`src/rtl/spi_shift_bank.sv`:
```
// -----------------------------------------------------------------------------
// spi_shift_bank
//   Addressed SPI-slave shift engine. A frame is ADDR_W address bits (MSB
//   first) followed by N data bits. While the data phase shifts the new value
//   in from i_si, the addressed register's readback value shifts out on o_so.
//   At frame end the new value is written into one of NREG output registers
//   and a one-cycle write strobe is raised for that register.
//
//   Optional feature macro: SPI_LSB_FIRST_EN
//     defined   -> data phase is LSB first (address phase stays MSB first)
//     undefined -> data phase is MSB first (default)
//
// Ports
//   i_clk           system clock, all logic on posedge
//   i_reset_n       synchronous active-low reset
//   i_start         session start (chip-select assert), restarts the frame
//   i_shift_en      one bit shifts on this clock edge when high
//   i_si            serial data in
//   o_so            serial data out (decoded from registers)
//   i_write_enable  frame-end write permitted when high
//   i_rd_data       readback values, reg k at [k*N +: N]
//   o_q             written register values, reg k at [k*N +: N]
//   o_wr_strobe     one-cycle pulse, bit k = reg k written
//   o_busy          high while in ADDR or DATA
//   o_done          high in DONE
//   o_addr_err      frame address >= NREG (sticky until start/reset)
// -----------------------------------------------------------------------------
module spi_shift_bank #(
    parameter int             N      = 8,
    parameter int             NREG   = 4,
    parameter int             ADDR_W = 2,
    parameter logic [N-1:0]   INIT   = '0
) (
    input  logic              i_clk,
    input  logic              i_reset_n,
    input  logic              i_start,
    input  logic              i_shift_en,
    input  logic              i_si,
    output logic              o_so,
    input  logic              i_write_enable,
    input  logic [NREG*N-1:0] i_rd_data,
    output logic [NREG*N-1:0] o_q,
    output logic [NREG-1:0]   o_wr_strobe,
    output logic              o_busy,
    output logic              o_done,
    output logic              o_addr_err
);

    // state  | meaning
    // S_IDLE | waiting for the first start after reset
    // S_ADDR | shifting in address bits
    // S_DATA | shifting readback out / new value in
    // S_DONE | frame complete, shifts ignored until next start
    typedef enum logic [1:0] {
        S_IDLE = 2'd0,
        S_ADDR = 2'd1,
        S_DATA = 2'd2,
        S_DONE = 2'd3
    } state_t;

    // One counter serves both phases, so it must cover the longer of them.
    localparam int CNT_MAX = (N > ADDR_W) ? N : ADDR_W;
    localparam int CW      = $clog2(CNT_MAX);

    state_t              r_state;
    logic [CW-1:0]       r_ctr;
    logic [ADDR_W-1:0]   r_addr;
    logic [N-1:0]        r_sr;
    logic [NREG*N-1:0]   r_q;
    logic [NREG-1:0]     r_wr_strobe;
    logic                r_busy;
    logic                r_done;
    logic                r_addr_err;

    logic [ADDR_W-1:0]   w_addr_next;
    logic [N-1:0]        w_sr_next;
    logic [N-1:0]        w_rd_sel;
    logic                w_addr_hit;
    logic                w_so_bit;

    always_comb begin
        w_addr_next = (r_addr << 1) | ADDR_W'(i_si);
`ifdef SPI_LSB_FIRST_EN
        w_sr_next   = (r_sr >> 1) | (N'(i_si) << (N - 1));
        w_so_bit    = r_sr[0];
`else
        w_sr_next   = (r_sr << 1) | N'(i_si);
        w_so_bit    = r_sr[N-1];
`endif
        // Readback select on the completed address; unmapped addresses read 0.
        w_rd_sel   = '0;
        w_addr_hit = 1'b0;
        for (int k = 0; k < NREG; k++) begin
            if (w_addr_next == ADDR_W'(k)) begin
                w_rd_sel   = i_rd_data[k*N +: N];
                w_addr_hit = 1'b1;
            end
        end
    end

    always_ff @(posedge i_clk) begin
        if (!i_reset_n) begin
            r_state     <= S_IDLE;
            r_ctr       <= '0;
            r_addr      <= '0;
            r_sr        <= '0;
            r_q         <= {NREG{INIT}};
            r_wr_strobe <= '0;
            r_busy      <= 1'b0;
            r_done      <= 1'b0;
            r_addr_err  <= 1'b0;
        end else begin
            r_wr_strobe <= '0;
            if (i_start) begin
                // Any partial frame is discarded; q is left alone.
                r_state    <= S_ADDR;
                r_ctr      <= '0;
                r_addr     <= '0;
                r_sr       <= '0;
                r_addr_err <= 1'b0;
                r_busy     <= 1'b1;
                r_done     <= 1'b0;
            end else if (i_shift_en) begin
                case (r_state)
                    S_ADDR: begin
                        r_addr <= w_addr_next;
                        if (r_ctr == CW'(ADDR_W - 1)) begin
                            r_sr       <= w_rd_sel;
                            r_addr_err <= ~w_addr_hit;
                            r_ctr      <= '0;
                            r_state    <= S_DATA;
                        end else begin
                            r_ctr <= r_ctr + CW'(1);
                        end
                    end
                    S_DATA: begin
                        r_sr <= w_sr_next;
                        if (r_ctr == CW'(N - 1)) begin
                            r_state <= S_DONE;
                            r_busy  <= 1'b0;
                            r_done  <= 1'b1;
                            // write_enable only matters on this final edge
                            if (i_write_enable && !r_addr_err) begin
                                for (int k = 0; k < NREG; k++) begin
                                    if (r_addr == ADDR_W'(k)) begin
                                        r_q[k*N +: N]  <= w_sr_next;
                                        r_wr_strobe[k] <= 1'b1;
                                    end
                                end
                            end
                        end else begin
                            r_ctr <= r_ctr + CW'(1);
                        end
                    end
                    default: ;
                endcase
            end
        end
    end

    assign o_so        = (r_state == S_DATA || r_state == S_DONE) ? w_so_bit : 1'b0;
    assign o_q         = r_q;
    assign o_wr_strobe = r_wr_strobe;
    assign o_busy      = r_busy;
    assign o_done      = r_done;
    assign o_addr_err  = r_addr_err;

endmodule
```
`config.mk`:
```
export PLATFORM = sky130hd
export DESIGN_NAME = spi_shift_bank
export DESIGN_NICKNAME = d
export VERILOG_FILES = /design/src/rtl/spi_shift_bank.sv
export SDC_FILE = /design/constraint.sdc
export NUM_CORES = 1
export LEC_CHECK = 0
export CAP_MARGIN = 20
export CORE_UTILIZATION = 35
export CTS_CLUSTER_SIZE = 24
export DETAILED_ROUTE_END_ITERATION = 8
export GPL_TIMING_DRIVEN = 0
export MAX_ROUTING_LAYER = met4
export PLACE_DENSITY = 0.67
export SYNTH_ARGS = -nofsm -noshare
export SYNTH_HDL_FRONTEND = slang
export SYNTH_SLANG_ARGS = --single-unit
```
`constraint.sdc`:
```
create_clock -name i_clk -period 1.5 [get_ports i_clk]
set_input_delay 0.3 -clock i_clk [delete_from_list [all_inputs] [get_ports i_clk]]
set_output_delay 0.3 -clock i_clk [all_outputs]
set_load 0.03 [all_outputs]
```
== Word-level counts from Yosys, hierarchy flattened ==
Cells that the tools add are included.

* Register bits: 54
* Input port bits: 38
* Output and inout bits: 40

* $add $sub $neg: 1
* Equality and inequality tests: 16
* Mux-type cells: 27
* Bitwise logic cells: 9
* Reductions and logical operators: 24

{| class="wikitable"
|+ Operators with widths
! cell !! number
|-
| $mux W8 || 5
|-
| $reduce_and A6 Y1 || 4
|-
| $pmux W8 S2 || 1
|-
| $mux W1 || 15
|-
| $reduce_and A3 Y1 || 5
|-
| $eq A2 B2 Y1 const B || 6
|-
| $or A8 B1 Y8 || 1
|-
| $reduce_and A4 Y1 || 2
|-
| $reduce_bool A2 Y1 || 4
|-
| $not A1 Y1 || 7
|-
| $eq A2 B1 Y1 const B || 3
|-
| $mux W3 || 2
|-
| $ne A2 B2 Y1 const B || 3
|-
| $ne A3 B3 Y1 const B || 2
|-
| $pmux W3 S2 || 1
|-
| $reduce_or A6 Y1 || 1
|-
| $logic_not A2 Y1 || 2
|-
| $mux W2 || 2
|-
| $pmux W2 S2 || 1
|-
| $add A3 B1 Y3 const B || 1
|-
| $eq A3 B1 Y1 const B || 1
|-
| $eq A3 B3 Y1 const B || 1
|-
| $reduce_bool A3 Y1 || 1
|-
| $or A2 B1 Y2 || 1
|-
| other kinds (5) || 5
|}

== Logic depth before layout (Yosys ltp) ==
* Depth in word-level cells: 8
* Gate-level depth with buffers: 7
* Mapped depth without buffers: 6

== Worst setup path before layout ==
OpenSTA, ideal clock, no wires.

* Path type: register to register
* Start: reg r_ctr[0]
* End: reg r_ctr[0]
* Library setup time: 72 ps
* Arrival time: 1552 ps
* Required time: 1428 ps
* Setup slack: -124 ps
* Stages on the path, launching flop included: 7
* Period minus slack after synthesis: 1624 ps
* Cells stage by stage: dfxtp_1 > ha_1 > ha_1 > nor3b_1 > o21ai_0 > or3_1 > a21oi_1

* Cells in the longest elaborated chain, start to end: 3
* Elaborated cells on any way between the ends: 8
* Those cells by class: add/sub: 1; eq/ne: 3; mux: 3; reduce/logical: 1

{| class="wikitable"
|+ Ends and longest elaborated chain
! what !! line !! RTL
|-
| start, declared || 66 || <nowiki>logic [CW-1:0] r_ctr;</nowiki>
|-
| start signal, assigned || 133 || <nowiki>r_ctr <= r_ctr + CW'(1);</nowiki>
|-
| start signal, assigned || 152 || <nowiki>r_ctr <= r_ctr + CW'(1);</nowiki>
|-
| $add A3 B1 Y3 (tied with other cells) || 133, 152 ||
|-
| $mux W3 (tied with other cells) || 138 || <nowiki>if (r_ctr == CW'(N - 1)) begin</nowiki>
|-
| $pmux W3 S2 / $reduce_and A3 Y1 (equally long branches) || - ||
|}

Parallel ways exist; a longest one is shown, timed or not. The select of a mux whose other input is x is not followed.
A chain may end at the register's enable or synchronous reset.

== Worst setup path after layout ==
Same ends and word-level chain as after synthesis.

==> summary.md <==
| Metric | Value |
|---|---|
| Failing checks | `setup timing` |
| Reg-to-Reg End | `r_ctr[0]$_SDFFE_PP0P_` |
| CP required | `1.74 ns` |
| DRT Wirelength | `6422 um` |
| Die W | `85.09 um` |
| Setup TNS after final layout | `-0.09653 ns` |
| Num CTS Buffers | `5` |
| Seq pwr share | `between 50% and 60%` |
| Max-slew violation count | `0` |
| Post-Synth Simple-Gate Area | `just under 20%` |
| Least-Margin Pin Slew | `0.4498 ns` |
| First-pass GRT wire length | `~10000 um` |
| Synthesized cell area | `0.002416 mm2` |
| Area grow syn2layout | `49.77%` |
| Clock slew seen by the registers of the worst setup and hold paths | `approximately 0.10 ns` |
| IO buf count | `76` |
| Netlist cell types | `39` |
| Clk_lat worst skew | `0.30 ns` |
| Pwr Total | `2.522 mW` |
| Startpoint Class | `flop` |
| RSZ-0062 raised after global routing | `true` |
| Psw | `0.6050 mW` |
| Clock Skew | `0.007408 ns` |
| Cell accounting for the most synthesized area | `dfxtp_1` |
| GR Overflow Total | `0` |
| Initial Util | `37.20%` |
| Syn Area/Cell | `9.782 um2` |
| Register area share after synthesis | `44.74%` |
| Worst-case clock buffer depth | `2` |
| Critical Path Fanout Max | `3` |
| Die H | `between 80 and 90 um` |
| Pint | `1.917 mW` |
| Via/cell ratio | `5.067` |
| Wirelength per Cell | `15.33 um` |
| Pre-antenna DRT Iters | `4` |
| Status | `finished, violations left` |
| DR iter-0 viols | `about 120` |
| WP data arrival | `1.81 ns` |
| Clock Sinks | `54` |
| Hold Path Depth | `2` |
| Die outline area | `slightly above 0.007 mm2` |
| Commonest non-fill, non-tap cell in the layout | `dfxtp_1` |
| Peak VDD IR | `0.4246 mV` |
| Slew margin rel. | `a little over two thirds` |
| Post-synthesis adder-cell area fraction | `2.071%` |
| Yosys warns | `0` |
| Comb power frac | `11.0%` |
| Leak Pwr | `1.672 nW` |
| Mux share of post-synthesis cell area | `approximately 16%` |
| Maxcap violations | `0` |
| Reg2reg start | `r_ctr[0]$_SDFFE_PP0P_` |
| Final setup viols | `4` |
| Dominant cells by area after synthesis | `dfxtp_1, mux2i_1, nand2_1, nor2b_1, a211o_1` |
| Dpl hpwl | `4583 um` |
| Detail Route Antenna Nets | `0` |
| Largest net degree at the start of global routing | `17` |
| I/O pins | `slightly below 80` |
| All-Layer GR Usage | `18.96%` |
| Crit Path Class | `flop to flop` |
| Initial antenna violation count | `0` |
| CORE AREA | `0.006495 mm2` |
| Clock root buffer | `clkbuf_8` |
| Most frequent cells in the layout | `dfxtp_1, nand2_1, dlygate4sd2_1, mux2i_1, clkdlybuf4s50_1` |
| H-tree levels | `2` |
| Final hold viol count | `0` |
| Final estimated routing congestion in global placement | `slightly below 0.8` |
| Nets | `384` |
| Share of layout cells above drive strength 1 | `20.47%` |
| FF-to-FF setup slack | `-0.07 ns` |
| Post-synth top area share | `approximately 45%` |
| Final Critical Period | `1.573 ns` |
| Worst hold start | `o_addr_err$_SDFFE_PP0P_` |
| Count of state elements after synthesis | `54` |
| Sw frac | `a little under a quarter` |
| Worst Hold Class | `flop to flop` |
| Worst Reg-to-Reg Cells | `6` |
| Total placed instance area | `0.003294 mm2` |
| Final worst slack | `-0.07313 ns` |
| Vias in the first global route | `2182` |
| Post-route cell area | `0.003618 mm2` |
| Crit end category | `flop` |
| Total number of vias | `2123` |
| Post-synthesis xor/xnor area fraction | `0%` |
| Synth Area in Compound Gates | `12.95%` |
| Fill count | `~610` |
| Ant diodes | `0` |
| DRC Markers | `0` |
| Clock Power Share | `a little under a third` |
| Fmax | `635.7 MHz` |
| Largest family of logic cells by synthesized area | `simple AND/OR/NAND/NOR gates` |
| Tcrit/Tclk final | `104.9%` |
| WHS | `0.4581 ns` |
| Mapped Nets | `between 200 and 300` |
| Hold EP | `o_addr_err$_SDFFE_PP0P_` |
| Cells after synthesis | `~250` |
| TritonCTS clock tree | `yes` |
| Pre-CTS worst setup slack | `-0.6527 ns` |
| Row cnt | `29` |
| Power Dens Cells | `697.0 mW/mm2` |
## power by group through the flow
stage / sequential (mW) / clock [mW] / combinational, mW
finish: 1.44 / 0.801 / 0.277
global route: 1.45 / 0.873 / 0.298
CTS: 1.44 / 0.811 / 0.261
floorplan: 1.48 / 0 / 0.0994
detailed placement: 1.48 / 0 / 0.236
global placement: 1.48 / 0 / 0.233
## cell families (layout without fill, tap and decap cells)
logic type / Yosys count / count (layout)
buf+inv: 19 / 114
mux: 38 / 38
compound gates: 38 / 38
simple gates: 94 / 94
flops: 54 / 54
fa+ha+maj: 4 / 4
## routing by layer
metal / GRT usage, % / up-vias / wire length, um
met5: - / - / 0
met4: 4.160 / 0 / 40
met3: 3.016 / 4 / 283
met2: 31.74 / 53 / 3092
met1: 24.15 / 1009 / 3006
li1: - / 1057 / -
## Yosys cell counts (all sizes together)
cell type  number
nand3           3
nand2          48
nor2            8
a221oi          1
nor2b          17
nor3            2
o221a           1
nand2b          2
nand3b          2
buf             8
a21oi           4
a31oi           1
and4            1
mux2            2
clkbuf         10
o21ai           1
o41ai           1
a21o            1
o2111a          2
a211oi          6
inv             1
and3b           2
mux2i          36
dfxtp          54
a221o           2
a32oi           6
and2            4
ha              4
nor3b           3
or3             1
and3            1
o2bb2ai         6
a211o           6
## final cells by class
cell class / count / area, um2 / share of cell area (%)
clock inverters: 2 / 15.01 / 0.4149
plain buffers: 14 / 78.83 / 2.178
well taps: 77 / 96.34 / 2.663
clock buffers: 5 / 68.82 / 1.902
inverters: 1 / 3.754 / 0.1037
multi-input cells: 174 / 1405 / 38.83
flip-flops and latches: 54 / 1092 / 30.19
repair buffers: 92 / 858.3 / 23.72
## worst max path at each step
| stage | from | endpoint | cells after the start |
|---|---|---|---|
| floorplan | r_state[0]$_SDFFE_PN0P_ | o_q[24]$_SDFFE_PN0P_ | 6 |
| global placement | i_si | r_sr[1]$_SDFFE_PP0P_ | 6 |
| detailed placement | i_si | r_sr[1]$_SDFFE_PP0P_ | 6 |
| CTS | r_ctr[0]$_SDFFE_PP0P_ | r_sr[1]$_SDFFE_PP0P_ | 8 |
| global route | r_ctr[0]$_SDFFE_PP0P_ | r_ctr[0]$_SDFFE_PP0P_ | 6 |
| finish | r_ctr[0]$_SDFFE_PP0P_ | r_ctr[0]$_SDFFE_PP0P_ | 6 |
## stage by stage
| step | utilization [%] | std cells |
|---|---|---|
| finish | 55.71 | 419 |
| global route | 55.71 | 419 |
| CTS | 54.11 | 418 |
| detailed placement | 50.72 | 400 |
| global placement | 50.72 | 400 |
| floorplan | - | 247 |
## state kept, by name, indices dropped and copies added (netlist names)
signal	cells
o_wr_strobe	4
o_busy	1
r_ctr	3
r_sr	8
o_done	1
r_addr	2
o_q	32
o_addr_err	1
r_state	2
## critical path: stages, from the launching register on
cell     delay (ns)
dfxtp_4        0.38
ha_4           0.18
ha_4           0.17
nor3b_4        0.19
o21ai_2        0.08
or3_1          0.39
a21oi_2        0.12
## what timing repair did
item / CTS / global route
setup endpoints to repair: 85 / 22
pin swaps: 3 / 11
hold buffers: 0 / 0
setup buffers: 13 / 3
resized for setup: 70 / 18
(Power assumes the default switching activity.)
